--- src/rtl/axi4_lite_write_arbiter_pkg.sv ---
// Shared types and default widths for the AXI4-Lite write arbiter.
// Imported by the round-robin picker and by the top.
package axi4_lite_write_arbiter_pkg;

    localparam int DEF_NUM_REQ         = 4;
    localparam int DEF_ADDRESS_WIDTH   = 32;
    localparam int DEF_DATA_WIDTH      = 32;
    localparam int DEF_DELAY_WIDTH     = 5;
    localparam int DEF_MAX_WAIT_BVALID = 64;

    typedef enum logic [1:0] {
        IDLE      = 2'd0,
        ADDR_DATA = 2'd1,
        RESP      = 2'd2,
        DONE      = 2'd3
    } state_e;

    typedef enum logic [1:0] {
        BRESP_OKAY   = 2'b00,
        BRESP_EXOKAY = 2'b01,
        BRESP_SLVERR = 2'b10,
        BRESP_DECERR = 2'b11
    } bresp_e;

    // Captured write at the default widths; the top declares this same
    // layout sized by its own parameters.
    typedef struct packed {
        logic [DEF_ADDRESS_WIDTH-1:0]   addr;
        logic [2:0]                     prot;
        logic [DEF_DATA_WIDTH-1:0]      data;
        logic [DEF_DATA_WIDTH/8-1:0]    strb;
        logic [DEF_DELAY_WIDTH-1:0]     aw_delay;
        logic [DEF_DELAY_WIDTH-1:0]     w_delay;
        logic [DEF_DELAY_WIDTH-1:0]     b_delay;
    } xfer_t;

    function automatic int idx_width(input int n);
        return (n > 1) ? $clog2(n) : 1;
    endfunction

endpackage

--- src/rtl/axi4_lite_write_arbiter_rr_arbiter.sv ---
// Combinational round-robin pick: first set request at or after ptr,
// searching upward and wrapping around.
module axi4_lite_rr_arbiter
    import axi4_lite_write_arbiter_pkg::*;
#(
    parameter int NUM_REQ = DEF_NUM_REQ,
    parameter int IDX_W   = idx_width(DEF_NUM_REQ)
) (
    input  logic [NUM_REQ-1:0] req,
    input  logic [IDX_W-1:0]   ptr,
    output logic [NUM_REQ-1:0] win_onehot,
    output logic [IDX_W-1:0]   win_idx,
    output logic               win_valid
);

    int cand;

    always_comb begin
        win_onehot = '0;
        win_idx    = '0;
        win_valid  = 1'b0;
        cand       = 0;
        for (int i = 0; i < NUM_REQ; i++) begin
            cand = int'(ptr) + i;
            if (cand >= NUM_REQ) begin
                cand = cand - NUM_REQ;
            end
            if (!win_valid && req[cand]) begin
                win_valid        = 1'b1;
                win_idx          = IDX_W'(cand);
                win_onehot[cand] = 1'b1;
            end
        end
    end

endmodule

--- src/rtl/axi4_lite_write_arbiter.sv ---
// Shares one AXI4-Lite write master among NUM_REQ requesters, one write
// in flight at a time, with programmable valid/ready delays and a B watchdog.
module axi4_lite_write_arbiter
    import axi4_lite_write_arbiter_pkg::*;
#(
    parameter int NUM_REQ         = DEF_NUM_REQ,
    parameter int ADDRESS_WIDTH   = DEF_ADDRESS_WIDTH,
    parameter int DATA_WIDTH      = DEF_DATA_WIDTH,
    parameter int DELAY_WIDTH     = DEF_DELAY_WIDTH,
    parameter int MAX_WAIT_BVALID = DEF_MAX_WAIT_BVALID
) (
    input  logic                                aclk,
    input  logic                                areset,
    input  logic [NUM_REQ-1:0]                  req,
    input  logic [NUM_REQ*ADDRESS_WIDTH-1:0]    req_addr,
    input  logic [NUM_REQ*3-1:0]                req_prot,
    input  logic [NUM_REQ*DATA_WIDTH-1:0]       req_data,
    input  logic [NUM_REQ*(DATA_WIDTH/8)-1:0]   req_strb,
    input  logic [DELAY_WIDTH-1:0]              awvalid_delay,
    input  logic [DELAY_WIDTH-1:0]              wvalid_delay,
    input  logic [DELAY_WIDTH-1:0]              bready_delay,
    output logic [NUM_REQ-1:0]                  gnt,
    output logic [NUM_REQ-1:0]                  done,
    output logic [1:0]                          done_resp,
    output logic                                bvalid_timeout,
    output logic [ADDRESS_WIDTH-1:0]            awaddr,
    output logic [2:0]                          awprot,
    output logic                                awvalid,
    input  logic                                awready,
    output logic [DATA_WIDTH-1:0]               wdata,
    output logic [DATA_WIDTH/8-1:0]             wstrb,
    output logic                                wvalid,
    input  logic                                wready,
    input  logic [1:0]                          bresp,
    input  logic                                bvalid,
    output logic                                bready
);

    localparam int STRB_W = DATA_WIDTH / 8;
    localparam int IDX_W  = idx_width(NUM_REQ);
    localparam int WD_W   = $clog2(MAX_WAIT_BVALID + 1);

    typedef struct packed {
        logic [ADDRESS_WIDTH-1:0] addr;
        logic [2:0]               prot;
        logic [DATA_WIDTH-1:0]    data;
        logic [STRB_W-1:0]        strb;
        logic [DELAY_WIDTH-1:0]   aw_delay;
        logic [DELAY_WIDTH-1:0]   w_delay;
        logic [DELAY_WIDTH-1:0]   b_delay;
    } transfer_t;

    state_e                 state_q, state_d;
    transfer_t              xfer_q, xfer_d;
    logic [IDX_W-1:0]       ptr_q, ptr_d;
    logic [IDX_W-1:0]       idx_q, idx_d;
    logic [DELAY_WIDTH-1:0] aw_cnt_q, aw_cnt_d;
    logic [DELAY_WIDTH-1:0] w_cnt_q, w_cnt_d;
    logic [DELAY_WIDTH-1:0] b_cnt_q, b_cnt_d;
    logic                   aw_done_q, aw_done_d;
    logic                   w_done_q, w_done_d;
    logic                   awvalid_q, awvalid_d;
    logic                   wvalid_q, wvalid_d;
    logic                   bready_q, bready_d;
    logic [NUM_REQ-1:0]     gnt_q, gnt_d;
    logic [NUM_REQ-1:0]     done_q, done_d;
    logic [1:0]             done_resp_q, done_resp_d;
    logic                   timeout_q, timeout_d;
    logic [WD_W-1:0]        wd_cnt_q, wd_cnt_d;

    logic [NUM_REQ-1:0]     win_onehot;
    logic [IDX_W-1:0]       win_idx;
    logic                   win_valid;

    axi4_lite_rr_arbiter #(
        .NUM_REQ (NUM_REQ),
        .IDX_W   (IDX_W)
    ) u_rr_arbiter (
        .req        (req),
        .ptr        (ptr_q),
        .win_onehot (win_onehot),
        .win_idx    (win_idx),
        .win_valid  (win_valid)
    );

    always_comb begin
        state_d     = state_q;
        xfer_d      = xfer_q;
        ptr_d       = ptr_q;
        idx_d       = idx_q;
        aw_cnt_d    = aw_cnt_q;
        w_cnt_d     = w_cnt_q;
        b_cnt_d     = b_cnt_q;
        aw_done_d   = aw_done_q;
        w_done_d    = w_done_q;
        awvalid_d   = awvalid_q;
        wvalid_d    = wvalid_q;
        bready_d    = bready_q;
        gnt_d       = '0;
        done_d      = '0;
        done_resp_d = done_resp_q;
        timeout_d   = timeout_q;
        wd_cnt_d    = wd_cnt_q;

        case (state_q)
            IDLE: begin
                if (win_valid) begin
                    xfer_d.addr     = req_addr[int'(win_idx)*ADDRESS_WIDTH +: ADDRESS_WIDTH];
                    xfer_d.prot     = req_prot[int'(win_idx)*3 +: 3];
                    xfer_d.data     = req_data[int'(win_idx)*DATA_WIDTH +: DATA_WIDTH];
                    xfer_d.strb     = req_strb[int'(win_idx)*STRB_W +: STRB_W];
                    xfer_d.aw_delay = awvalid_delay;
                    xfer_d.w_delay  = wvalid_delay;
                    xfer_d.b_delay  = bready_delay;
                    idx_d           = win_idx;
                    gnt_d           = win_onehot;
                    ptr_d           = (int'(win_idx) == NUM_REQ - 1) ? '0 : win_idx + IDX_W'(1);
                    timeout_d       = 1'b0;
                    wd_cnt_d        = '0;
                    aw_cnt_d        = awvalid_delay;
                    w_cnt_d         = wvalid_delay;
                    // Zero delay puts the valid up in the same cycle as gnt
                    awvalid_d       = (awvalid_delay == '0);
                    wvalid_d        = (wvalid_delay == '0);
                    aw_done_d       = 1'b0;
                    w_done_d        = 1'b0;
                    state_d         = ADDR_DATA;
                end
            end

            ADDR_DATA: begin
                if (aw_cnt_q != '0) begin
                    aw_cnt_d = aw_cnt_q - DELAY_WIDTH'(1);
                    if (aw_cnt_q == DELAY_WIDTH'(1)) begin
                        awvalid_d = 1'b1;
                    end
                end
                if (w_cnt_q != '0) begin
                    w_cnt_d = w_cnt_q - DELAY_WIDTH'(1);
                    if (w_cnt_q == DELAY_WIDTH'(1)) begin
                        wvalid_d = 1'b1;
                    end
                end
                if (awvalid_q && awready) begin
                    awvalid_d = 1'b0;
                    aw_done_d = 1'b1;
                end
                if (wvalid_q && wready) begin
                    wvalid_d = 1'b0;
                    w_done_d = 1'b1;
                end
                if (aw_done_d && w_done_d) begin
                    b_cnt_d  = xfer_q.b_delay;
                    bready_d = (xfer_q.b_delay == '0);
                    state_d  = RESP;
                end
            end

            RESP: begin
                if (b_cnt_q != '0) begin
                    b_cnt_d = b_cnt_q - DELAY_WIDTH'(1);
                    if (b_cnt_q == DELAY_WIDTH'(1)) begin
                        bready_d = 1'b1;
                    end
                end
                // Watchdog only flags; the write keeps waiting for bvalid
                if (!bvalid && (wd_cnt_q < WD_W'(MAX_WAIT_BVALID))) begin
                    wd_cnt_d = wd_cnt_q + WD_W'(1);
                    if (wd_cnt_q == WD_W'(MAX_WAIT_BVALID - 1)) begin
                        timeout_d = 1'b1;
                    end
                end
                if (bready_q && bvalid) begin
                    done_resp_d   = bresp;
                    done_d[idx_q] = 1'b1;
                    bready_d      = 1'b0;
                    state_d       = DONE;
                end
            end

            DONE: begin
                state_d = IDLE;
            end

            default: begin
                state_d = IDLE;
            end
        endcase
    end

    always_ff @(posedge aclk) begin
        if (areset) begin
            state_q     <= IDLE;
            xfer_q      <= '0;
            ptr_q       <= '0;
            idx_q       <= '0;
            aw_cnt_q    <= '0;
            w_cnt_q     <= '0;
            b_cnt_q     <= '0;
            aw_done_q   <= 1'b0;
            w_done_q    <= 1'b0;
            awvalid_q   <= 1'b0;
            wvalid_q    <= 1'b0;
            bready_q    <= 1'b0;
            gnt_q       <= '0;
            done_q      <= '0;
            done_resp_q <= '0;
            timeout_q   <= 1'b0;
            wd_cnt_q    <= '0;
        end else begin
            state_q     <= state_d;
            xfer_q      <= xfer_d;
            ptr_q       <= ptr_d;
            idx_q       <= idx_d;
            aw_cnt_q    <= aw_cnt_d;
            w_cnt_q     <= w_cnt_d;
            b_cnt_q     <= b_cnt_d;
            aw_done_q   <= aw_done_d;
            w_done_q    <= w_done_d;
            awvalid_q   <= awvalid_d;
            wvalid_q    <= wvalid_d;
            bready_q    <= bready_d;
            gnt_q       <= gnt_d;
            done_q      <= done_d;
            done_resp_q <= done_resp_d;
            timeout_q   <= timeout_d;
            wd_cnt_q    <= wd_cnt_d;
        end
    end

    assign gnt            = gnt_q;
    assign done           = done_q;
    assign done_resp      = done_resp_q;
    assign bvalid_timeout = timeout_q;
    assign awaddr         = xfer_q.addr;
    assign awprot         = xfer_q.prot;
    assign awvalid        = awvalid_q;
    assign wdata          = xfer_q.data;
    assign wstrb          = xfer_q.strb;
    assign wvalid         = wvalid_q;
    assign bready         = bready_q;

endmodule
--- config.mk ---
export PLATFORM = sky130hd
export DESIGN_NAME = axi4_lite_write_arbiter
export DESIGN_NICKNAME = d
export VERILOG_FILES = /design/src/rtl/axi4_lite_write_arbiter_pkg.sv /design/src/rtl/axi4_lite_write_arbiter_rr_arbiter.sv /design/src/rtl/axi4_lite_write_arbiter.sv
export SDC_FILE = /design/constraint.sdc
export NUM_CORES = 1
export LEC_CHECK = 0
export ABC_AREA = 1
export CAP_MARGIN = 20
export CORE_AREA = 8 8 149 151
export DETAILED_ROUTE_END_ITERATION = 8
export DIE_AREA = 0 0 157 159
export DONT_BUFFER_PORTS = 1
export PLACE_DENSITY = 0.58
export SYNTH_ARGS = -nofsm -noshare
export SYNTH_HDL_FRONTEND = slang
export SYNTH_SLANG_ARGS = --single-unit
--- constraint.sdc ---
create_clock -name aclk -period 2.9 [get_ports aclk]
set_input_delay 0.87 -clock aclk [delete_from_list [all_inputs] [get_ports aclk]]
set_output_delay 0.87 -clock aclk [all_outputs]
set_load 0.03 [all_outputs]
== After elaboration in Yosys (flattened, before gate mapping) ==
Index checks and enable logic that the tools add are counted.

* Register bits: 120
* Input port bits: 310
* Output and inout bits: 85
* Word-level logic and storage cells: 203

* $add $sub $neg: 12
* Multiply operators: 1
* Magnitude comparators: 15
* Equality and inequality tests: 22
* Shifts and indexed selects: 4
* Multiplexer cells: 80
* Bitwise logic cells: 7
* Reduce and logical (&&, ||, !) cells: 41

{| class="wikitable"
|+ Operators by type and width
! kind !! count
|-
| $shiftx A128 B8 Y32 || 2
|-
| $ge A32 B1 Y1 const B || 4
|-
| $lt A32 B4 Y1 const B || 4
|-
| $mux W32 || 4
|-
| $ge A32 B4 Y1 const B || 3
|-
| $sub A32 B4 Y32 const B || 3
|-
| $mux W1 || 36
|-
| $mux W5 || 6
|-
| $pmux W5 S2 || 3
|-
| $ne A3 B3 Y1 const B || 6
|-
| $mux W2 || 8
|-
| $mux W4 || 4
|-
| $reduce_and A4 Y1 || 4
|-
| $shiftx A16 B5 Y4 || 1
|-
| $eq A5 B1 Y1 const B || 3
|-
| $logic_not A5 Y1 || 3
|-
| $reduce_and A3 Y1 || 5
|-
| $reduce_bool A5 Y1 || 3
|-
| $sub A5 B1 Y5 const B || 3
|-
| $mux W7 || 2
|-
| $ne A2 B2 Y1 const B || 7
|-
| $pmux W7 S2 || 1
|-
| $logic_and A1 B1 Y1 || 13
|-
| $or A4 B4 Y4 || 3
|-
| 25 further kinds || 51
|}

== Logic depth before layout (Yosys ltp) ==
Gate-level depths: netlist (run 1).

* Word-level depth: 17
* Mapped depth: 17
* Mapped depth without buffers: 15

== Cells and area by module ==
From an unflattened synthesis (run 1), not the netlist that was laid out.

* Cell total of the unflattened synthesis: 1296
* Area total of the unflattened synthesis: 8116.5 um^2

{| class="wikitable"
|+ Modules (own cells, without submodules)
! module !! times used !! cells each !! area an instance (um^2) !! sequential area each (um^2)
|-
| axi4_lite_write_arbiter || 1 || 1219 || 7656.1 || 2402.3
|-
| axi4_lite_rr_arbiter || 1 || 77 || 460.4 || 0.0
|}

== Worst setup path after synthesis (run 1) ==
OpenSTA, ideal clock, no wires.

* Kind: reg2reg
* Start point: register ptr_q[1]
* End point: register ptr_q[1]
* Library setup time: 128 ps
* Arrival: 2364 ps
* Required time: 2772 ps
* Path slack: 408 ps
* Cell stages (with the launch flop): 15
* Path buffers: 2
* Clock period less this slack: 2492 ps
* Cell sequence: dfxtp_1 > inv_1 > ha_1 > inv_1 > nand3_1 > nand2_1 > a21oi_1 > nand2_1 > nand3_1 > inv_1 > buf_4 > buf_2 > ha_1 > o21ai_0 > a21oi_1

* Word-level cells in the longest chain between the ends: 17
* Elaborated cells between the ends (all ways): 45
* Those cells by class: add/sub: 8; order compare: 4; eq/ne: 1; mux: 25; reduce/logical: 7

{| class="wikitable"
|+ RTL lines
! item !! line !! text
|-
| start, declared || axi4_lite_write_arbiter.sv:55 || <nowiki>logic [IDX_W-1:0] ptr_q, ptr_d;</nowiki>
|-
| start signal, assigned || axi4_lite_write_arbiter.sv:213 || <nowiki>ptr_q <= ptr_d;</nowiki>
|-
| branches (longest 14 deep; another with $sub A32 B4 Y32) || -- ||
|-
| $mux W2 (*) || axi4_lite_write_arbiter_rr_arbiter.sv:28 || <nowiki>if (!win_valid && req[cand]) begin</nowiki>
|-
| net u_rr_arbiter.win_idx[0] || axi4_lite_write_arbiter_rr_arbiter.sv:12 || <nowiki>output logic [IDX_W-1:0] win_idx,</nowiki>
|-
| $add A2 B1 Y2 / $eq A2 B1 Y1 (equally long branches) || axi4_lite_write_arbiter.sv:117 || <nowiki>ptr_d = (int'(win_idx) == NUM_REQ - 1) ? '0 : win_idx + IDX_W'(1);</nowiki>
|-
| $mux W2 (*) || axi4_lite_write_arbiter.sv:117 ||
|}

Mark *: on every way through the listed nets, which the timed path passes. The select of a mux whose other input is x is not followed.
A chain may end at the register's enable or synchronous reset.

== Final worst setup path (run 1) ==
* Start point: register ptr_q[0]
* End point: register xfer_q, in the netlist awaddr[29]

* Word-level cells in the longest chain between the ends: 16
* Elaborated cells between the ends (all ways): 43
* Those cells by class: add/sub: 7; order compare: 4; shift: 1; mux: 24; reduce/logical: 7

{| class="wikitable"
|+ RTL lines
! item !! line !! text
|-
| branches (longest 16 deep; another with $sub A32 B4 Y32) || -- ||
|-
| end signal, assigned || axi4_lite_write_arbiter.sv:212 || <nowiki>xfer_q <= xfer_d;</nowiki>
|-
| end, declared || axi4_lite_write_arbiter.sv:54 || <nowiki>transfer_t xfer_q, xfer_d;</nowiki>
|}

Parallel ways; which one is timed is not known. The select of a mux whose other input is x is not followed.

==> results.toml, run 1 <==
[outcome]
status = "finished clean"

[global_routing]
grt_pass1_vias = 8455
grt_use_total = 0.2456
antenna_found_initial = 3
grt-ovfl-total = 0
grt_pass1_wl_um = 47950
grt_start_max_net_pins = 76

[placement]
pre_cts_ws_ps = 242.9
hpwl_um = 23880
gp_congestion = 0.9089
port_buffers = 0

[clocking]
cts_sinks = 120
clockBufferDepth = 2
cts_made_buffers = 17
htree_num_levels = 4
postCtsSetupRepairBufs = 0
clk_latency_ps = 420
ctsResizeCount = 0
root_buffer = "clkbuf_16"
cts_tree = "done"
ctsHoldBuffers = 0
path_clk_slew_ps = 60

[logic_synthesis]
yosysSeqAreaShare = 0.2642
synth_top_cells_by_area = "dfxtp_1, nand2_1, inv_1"
synth_cells = 1499
synth.distinct_cells = 43
syn-cell-area_um2 = 9091
synth_top_area_frac = 0.2642
syn_nets = 1828
yosysTopAreaCell = "dfxtp_1"
postSynthAreaPerCell_um2 = 6.065
ys_ff_latch = 120
yosysWarnings = 0

[floorplanning]
start_util = 0.4581
die_h_um = 159
boundaryPins = 395
rows = 52
die_width_um = 157
fp.coreArea_um2 = 19840
fp.dieArea_um2 = 24960

[finish]
drive_gt1_frac = 0.08168
nets = 1724
synthToLayoutAreaGrowth_pct = 3.702
nFillCells = 2081
utilization = 0.4751

[setup_path]
r2r_slack_ps = 310
criticalPathCategory = "reg -> reg"
regToRegStartpoint = "ptr_q[0]"
cp_max_fo = 68
worstPathRequired_ps = 3200
arrival_ps = 2890
cp-end-kind = "flip-flop"
r2r_cells = 12
r2r_end = "awaddr[29]"
worstSetupStartpointType = "flip-flop"

[routing]
num_vias = 8816
drt-total-wl_um = 31400
routedWlPerCell_um = 18.68
drcViolationCount = 0
dr.first_iter.drc_count = 616
postRouteAntennaNets = 0
via_per_inst = 5.244
first_pass_iters = 5

[timing]
hold_violations = 0
worst_slack_ps = 306.8
worstMarginPinSlew_ps = 728.0
slew_headroom = 0.5095
post-route-min-period_ps = 2593
setup_viol = 0
rsz0062_at_grt = "no"
timing.final.crit_share = 0.8942
skew_ps = 10.70
slew_violations = 0
finalSetupTns_ps = 0
clock.fmax_ghz = 0.3856

[power_and_ir_drop]
p_leak_nw = 4.959
ir_drop_mv = 0.7225
powerDensity_nw_per_um2 = 1452

[min_path]
min-delay-start = "idx_q[1]"
min_path_cells = 1
worstHoldEndpoint = "done[1]"
hp-class = "reg -> reg"

[job]
max-cap-violations = 0
final cells by class:
type	count	area (um^2)	area share
inverter	218	820.8	0.08706
clock inverter	11	170.2	0.01805
clock buffer	21	450.4	0.04778
timing repair buffer	33	335.3	0.03557
multi-input combinational	1005	4903	0.5201
tap	270	337.8	0.03583
sequential	120	2402	0.2548
antenna	3	7.507	0.0007963
power by group:
part | leakage (nW) | internal [W] | switching, W
registers | 0.993 | 0.00228 | 0.00137
clock network | 0.294 | 0.00146 | 0.000799
logic | 3.67 | 0.00270 | 0.00508
total | 4.96 | 0.00644 | 0.00725
routing by layer:
metal	routed length [um]	up-vias	global-route usage
li1	-	4417	-
met1	12730	4012	0.2863
met2	15410	337	0.4083
met3	2381	50	0.07682
met4	876	0	0.1005
met5	0	-	0
logic make-up (layout without fill, tap and decap cells):
kind of cell / count (synthesis) / count (layout) / share of synthesized area
adder cells (fa/ha/maj): 19 / 19 / 0.02615
flip-flops: 120 / 120 / 0.2642
AND/OR/NAND/NOR: 875 / 875 / 0.4396
buffers and inverters: 374 / 283 / 0.1989
XOR/XNOR: 3 / 3 / 0.002891
other: 0 / 3 / 0
AO/OA/AOI/OAI: 108 / 108 / 0.06826
worst max-delay path, stage by stage, from the launching register on:
cell and delay, ps:
dfxtp_1 370, inv_4 90, ha_1 370, inv_1 120, nand3_1 90, nand2_1 120
nand4_2 210, nand3_4 190, buf_12 280, buf_4 220, nor2_1 50, nor3b_1 250
nor2_1 60
registers in the layout, summed over array words and instances, names as in the netlist, 2 cells and up:
register   cells
wd_cnt_q       7
aw_cnt_q       5
xfer_q         5
done_resp      2
awprot         3
awaddr        32
state_q        2
w_cnt_q        5
b_cnt_q        5
gnt            4
wdata         32
wstrb          4
done           4
ptr_q          2
idx_q          2
cells in the final DEF (no fill, tap or decap), types with 5 or more instances in the layout:
cell / Yosys / final
a211oi_1: 5 / 5
a21oi_1: 33 / 33
buf_12: 0 / 7
buf_4: 86 / 26
clkbuf_16: 0 / 17
dfxtp_1: 120 / 120
ha_1: 19 / 19
inv_1: 212 / 211
inv_2: 5 / 6
nand2_1: 432 / 431
nand2_2: 8 / 9
nand3_1: 133 / 132
nand4_1: 62 / 62
nor2_1: 165 / 164
nor3_1: 8 / 8
nor3b_1: 19 / 19
nor3b_2: 20 / 20
o211ai_1: 10 / 10
o21ai_0: 43 / 43
or2_0: 8 / 8
or2_2: 7 / 7
Yosys cell counts (all sizes together):
cell,instances
nand2,441
inv,218
nor2,167
nand3,136
buf,124
dfxtp,120
nand4,63
o21ai,44
nor3b,39
a21oi,33
clkbuf,32
ha,19
or2,15
o211ai,10
nor3,8
a211oi,5
a22oi,4
a31oi,3
nand3b,3
nor4,3
xor2,3
o21bai,2
o221ai,2
o31ai,2
a21boi,1
o211a,1
o41ai,1
per-stage QoR:
stage                     hold WS, ps  std cells  power (W)  instance area, um^2
after floorplan                 422.7       1499    0.01001                 9091
after global placement          441.7       1646    0.01143                 8800
after detailed placement        445.8       1646    0.01151                 8800
after CTS                       454.5       1678    0.01382                 9420
after global routing            482.0       1681    0.01493                 9428
final                           452.5       1681    0.01369                 9428
how the worst max path moves through the flow:
stage                  start         end  slack, ps  depth (start not counted)
detailed placement    req[2]  awaddr[10]        240                         15
floorplan           ptr_q[1]    ptr_q[1]        410                         14
finish              ptr_q[0]  awaddr[29]        310                         12
global placement      req[3]  awaddr[10]        290                         15
CTS                 ptr_q[0]  awaddr[10]        320                         15
global route        ptr_q[0]  awaddr[10]        130                         14
No activity file was read; power rests on OpenSTA's default activity.
==> inputs of run 2 (changes only) <==
CORE_AREA = 2 2 151 153   (was 8 8 149 151)
DIE_AREA = 0 0 153 155   (was 0 0 157 159)
GPL_ROUTABILITY_DRIVEN = 0   (was unset)
PLACE_DENSITY = unset   (was 0.58)
==> results.toml, run 2 (synthesis results as in run 1) <==
[outcome]
status = "finished clean"

[routing]
dr.first_iter.drc_count = 662
drt-total-wl_um = 28310
first_pass_iters = 5
via_per_inst = 5.193
routedWlPerCell_um = 16.74
num_vias = 8781
drcViolationCount = 0
postRouteAntennaNets = 0

[setup_path]
startpoint = "ptr_q[0]"
crit_path_frequent_cell = "nand2_1"
arrival_ps = 3000
worstPathRequired_ps = 3250
worstSetupStartpointType = "flip-flop"
crit_chain = "inv_4 -> ha_1 -> inv_1 -> nand3_1 -> nand2_1 -> a21oi_1 -> nand2_2 -> nand3_4 -> inv_2 -> buf_4 -> nand2_1 -> nand3_1 -> nand2_1 -> nor2_1"
cp-end-kind = "flip-flop"
cpPeakStageDelay_ps = 460
regToRegStartpoint = "ptr_q[0]"
r2r_end = "wdata[31]"
criticalPathCategory = "reg -> reg"
r2r_slack_ps = 260
cp_slowest_cell = "buf_4"
cp_max_fo = 45
r2r_cells = 14
critPathCapture = "wdata[31]"

[clocking]
cts_made_buffers = 17
ctsHoldBuffers = 0
htree_num_levels = 4
postCtsSetupRepairBufs = 0
path_clk_slew_ps = 60
cts_sinks = 120
root_buffer = "clkbuf_16"
clockBufferDepth = 2
clk_latency_ps = 420
cts_tree = "done"
ctsResizeCount = 0

[finish]
utilization = 0.4229
stdcell_count = 1691
nets = 1721
synthToLayoutAreaGrowth_pct = 3.386
nFillCells = 2396
final_cell_mix = "nand2_1, inv_1, nor2_1, nand3_1, dfxtp_1"
layout_commonest_cell = "nand2_1"
drive_gt1_frac = 0.07972

[global_routing]
grt_busiest_layer = "met2"
grt_pass1_vias = 8000
antenna_found_initial = 1
grt_start_max_net_pins = 69
grtUsageMet2 = 0.3784
grt-ovfl-total = 0
grtUsageMet1 = 0.2971
grtUsageMet3 = 0.04513
grt_pass1_wl_um = 43440
grt_use_total = 0.2296

[timing]
worst_slack_ps = 257.1
finalSetupTns_ps = 0
worstMarginPinSlew_ps = 818.2
slew_violations = 0
setup_viol = 0
rsz0062_at_grt = "no"
skew_ps = 12.69
post-route-min-period_ps = 2643
hold_violations = 0
timing.final.crit_share = 0.9113
slew_headroom = 0.4488
clock.fmax_ghz = 0.3784

[power_and_ir_drop]
switching_share = 0.5420
powerDensity_nw_per_um2 = 1430
power.share.sequential = 0.269
p_total_w = 0.01344
ir_drop_mv = 0.6912
internal_power_w = 0.006155
pwr-share-comb = 0.580
p_switching_w = 0.007284
clkPwrFrac = 0.151
p_leak_nw = 4.937

[floorplanning]
die_width_um = 153
fp.dieArea_um2 = 23720
die_h_um = 155
fp.coreArea_um2 = 22230
start_util = 0.4090
boundaryPins = 395
rows = 55

[job]
max-cap-violations = 0

[placement]
port_buffers = 0
dp_cells = 1658
hpwl_um = 20900
pre_cts_ws_ps = 215.8

[min_path]
hp-class = "reg -> reg"
min-delay-start = "idx_q[1]"
## run 2: cell count changes in the layout (fill, tap and decap cells not counted), sizes merged
cell,change
diode,-2
clkinv,+2
inv,+2
bufinv,-3
clkbuf,-1
buf,-3
## run 2: cell type report
type / count / area [um^2] / share of cell area
Sequential cell: 120 / 2402 / 0.2556
Clock inverter: 12 / 118.9 / 0.01265
Inverter: 218 / 820.8 / 0.08733
Clock buffer: 20 / 436.7 / 0.04646
Antenna cell: 1 / 2.502 / 0.0002662
Tap cell: 285 / 356.6 / 0.03794
Multi-Input combinational cell: 1005 / 4898 / 0.5212
Timing Repair Buffer: 30 / 362.8 / 0.03860
## run 2: per-layer routing
layer / routed length (um) / part of all wire
met5: 0 / 0
met4: 913 / 0.032
met3: 1755 / 0.062
met2: 13290 / 0.47
met1: 12340 / 0.44
## run 2: power by group through the flow
stage / Clock (W) / Combinational (W) / Sequential (W)
2_1_floorplan: 0 / 0.00736 / 0.00265
3_3_place_gp: 0 / 0.00766 / 0.00365
3_5_place_dp: 0 / 0.00776 / 0.00365
4_1_cts: 0.00208 / 0.00780 / 0.00362
5_1_grt: 0.00218 / 0.00882 / 0.00367
6_report: 0.00203 / 0.00780 / 0.00361
## run 2: worst min-delay path by stage
stage / end / depth (start not counted)
floorplan: done[1] / 1
global placement: done[1] / 1
detailed placement: done[1] / 1
CTS: done[1] / 1
global route: done[1] / 1
finish: done[1] / 1
## run 2: per-stage QoR
step | instance area (um^2) | hold slack (ps)
global route | 9397 | 479.2
floorplan | 9091 | 422.7
detailed placement | 8841 | 443.4
CTS | 9397 | 452.4
global placement | 8841 | 440.4
finish | 9399 | 454.2
## run 2: critical path: cells and delay by family, from the launching register on
| kind | cells | cell delay, ps |
|---|---|---|
| AOI/OAI and AO/OA | 1 | 110 |
| adders and majority gates | 1 | 370 |
| buffers and inverters | 4 | 780 |
| DFF | 1 | 370 |
| and+or+nand+nor | 8 | 910 |
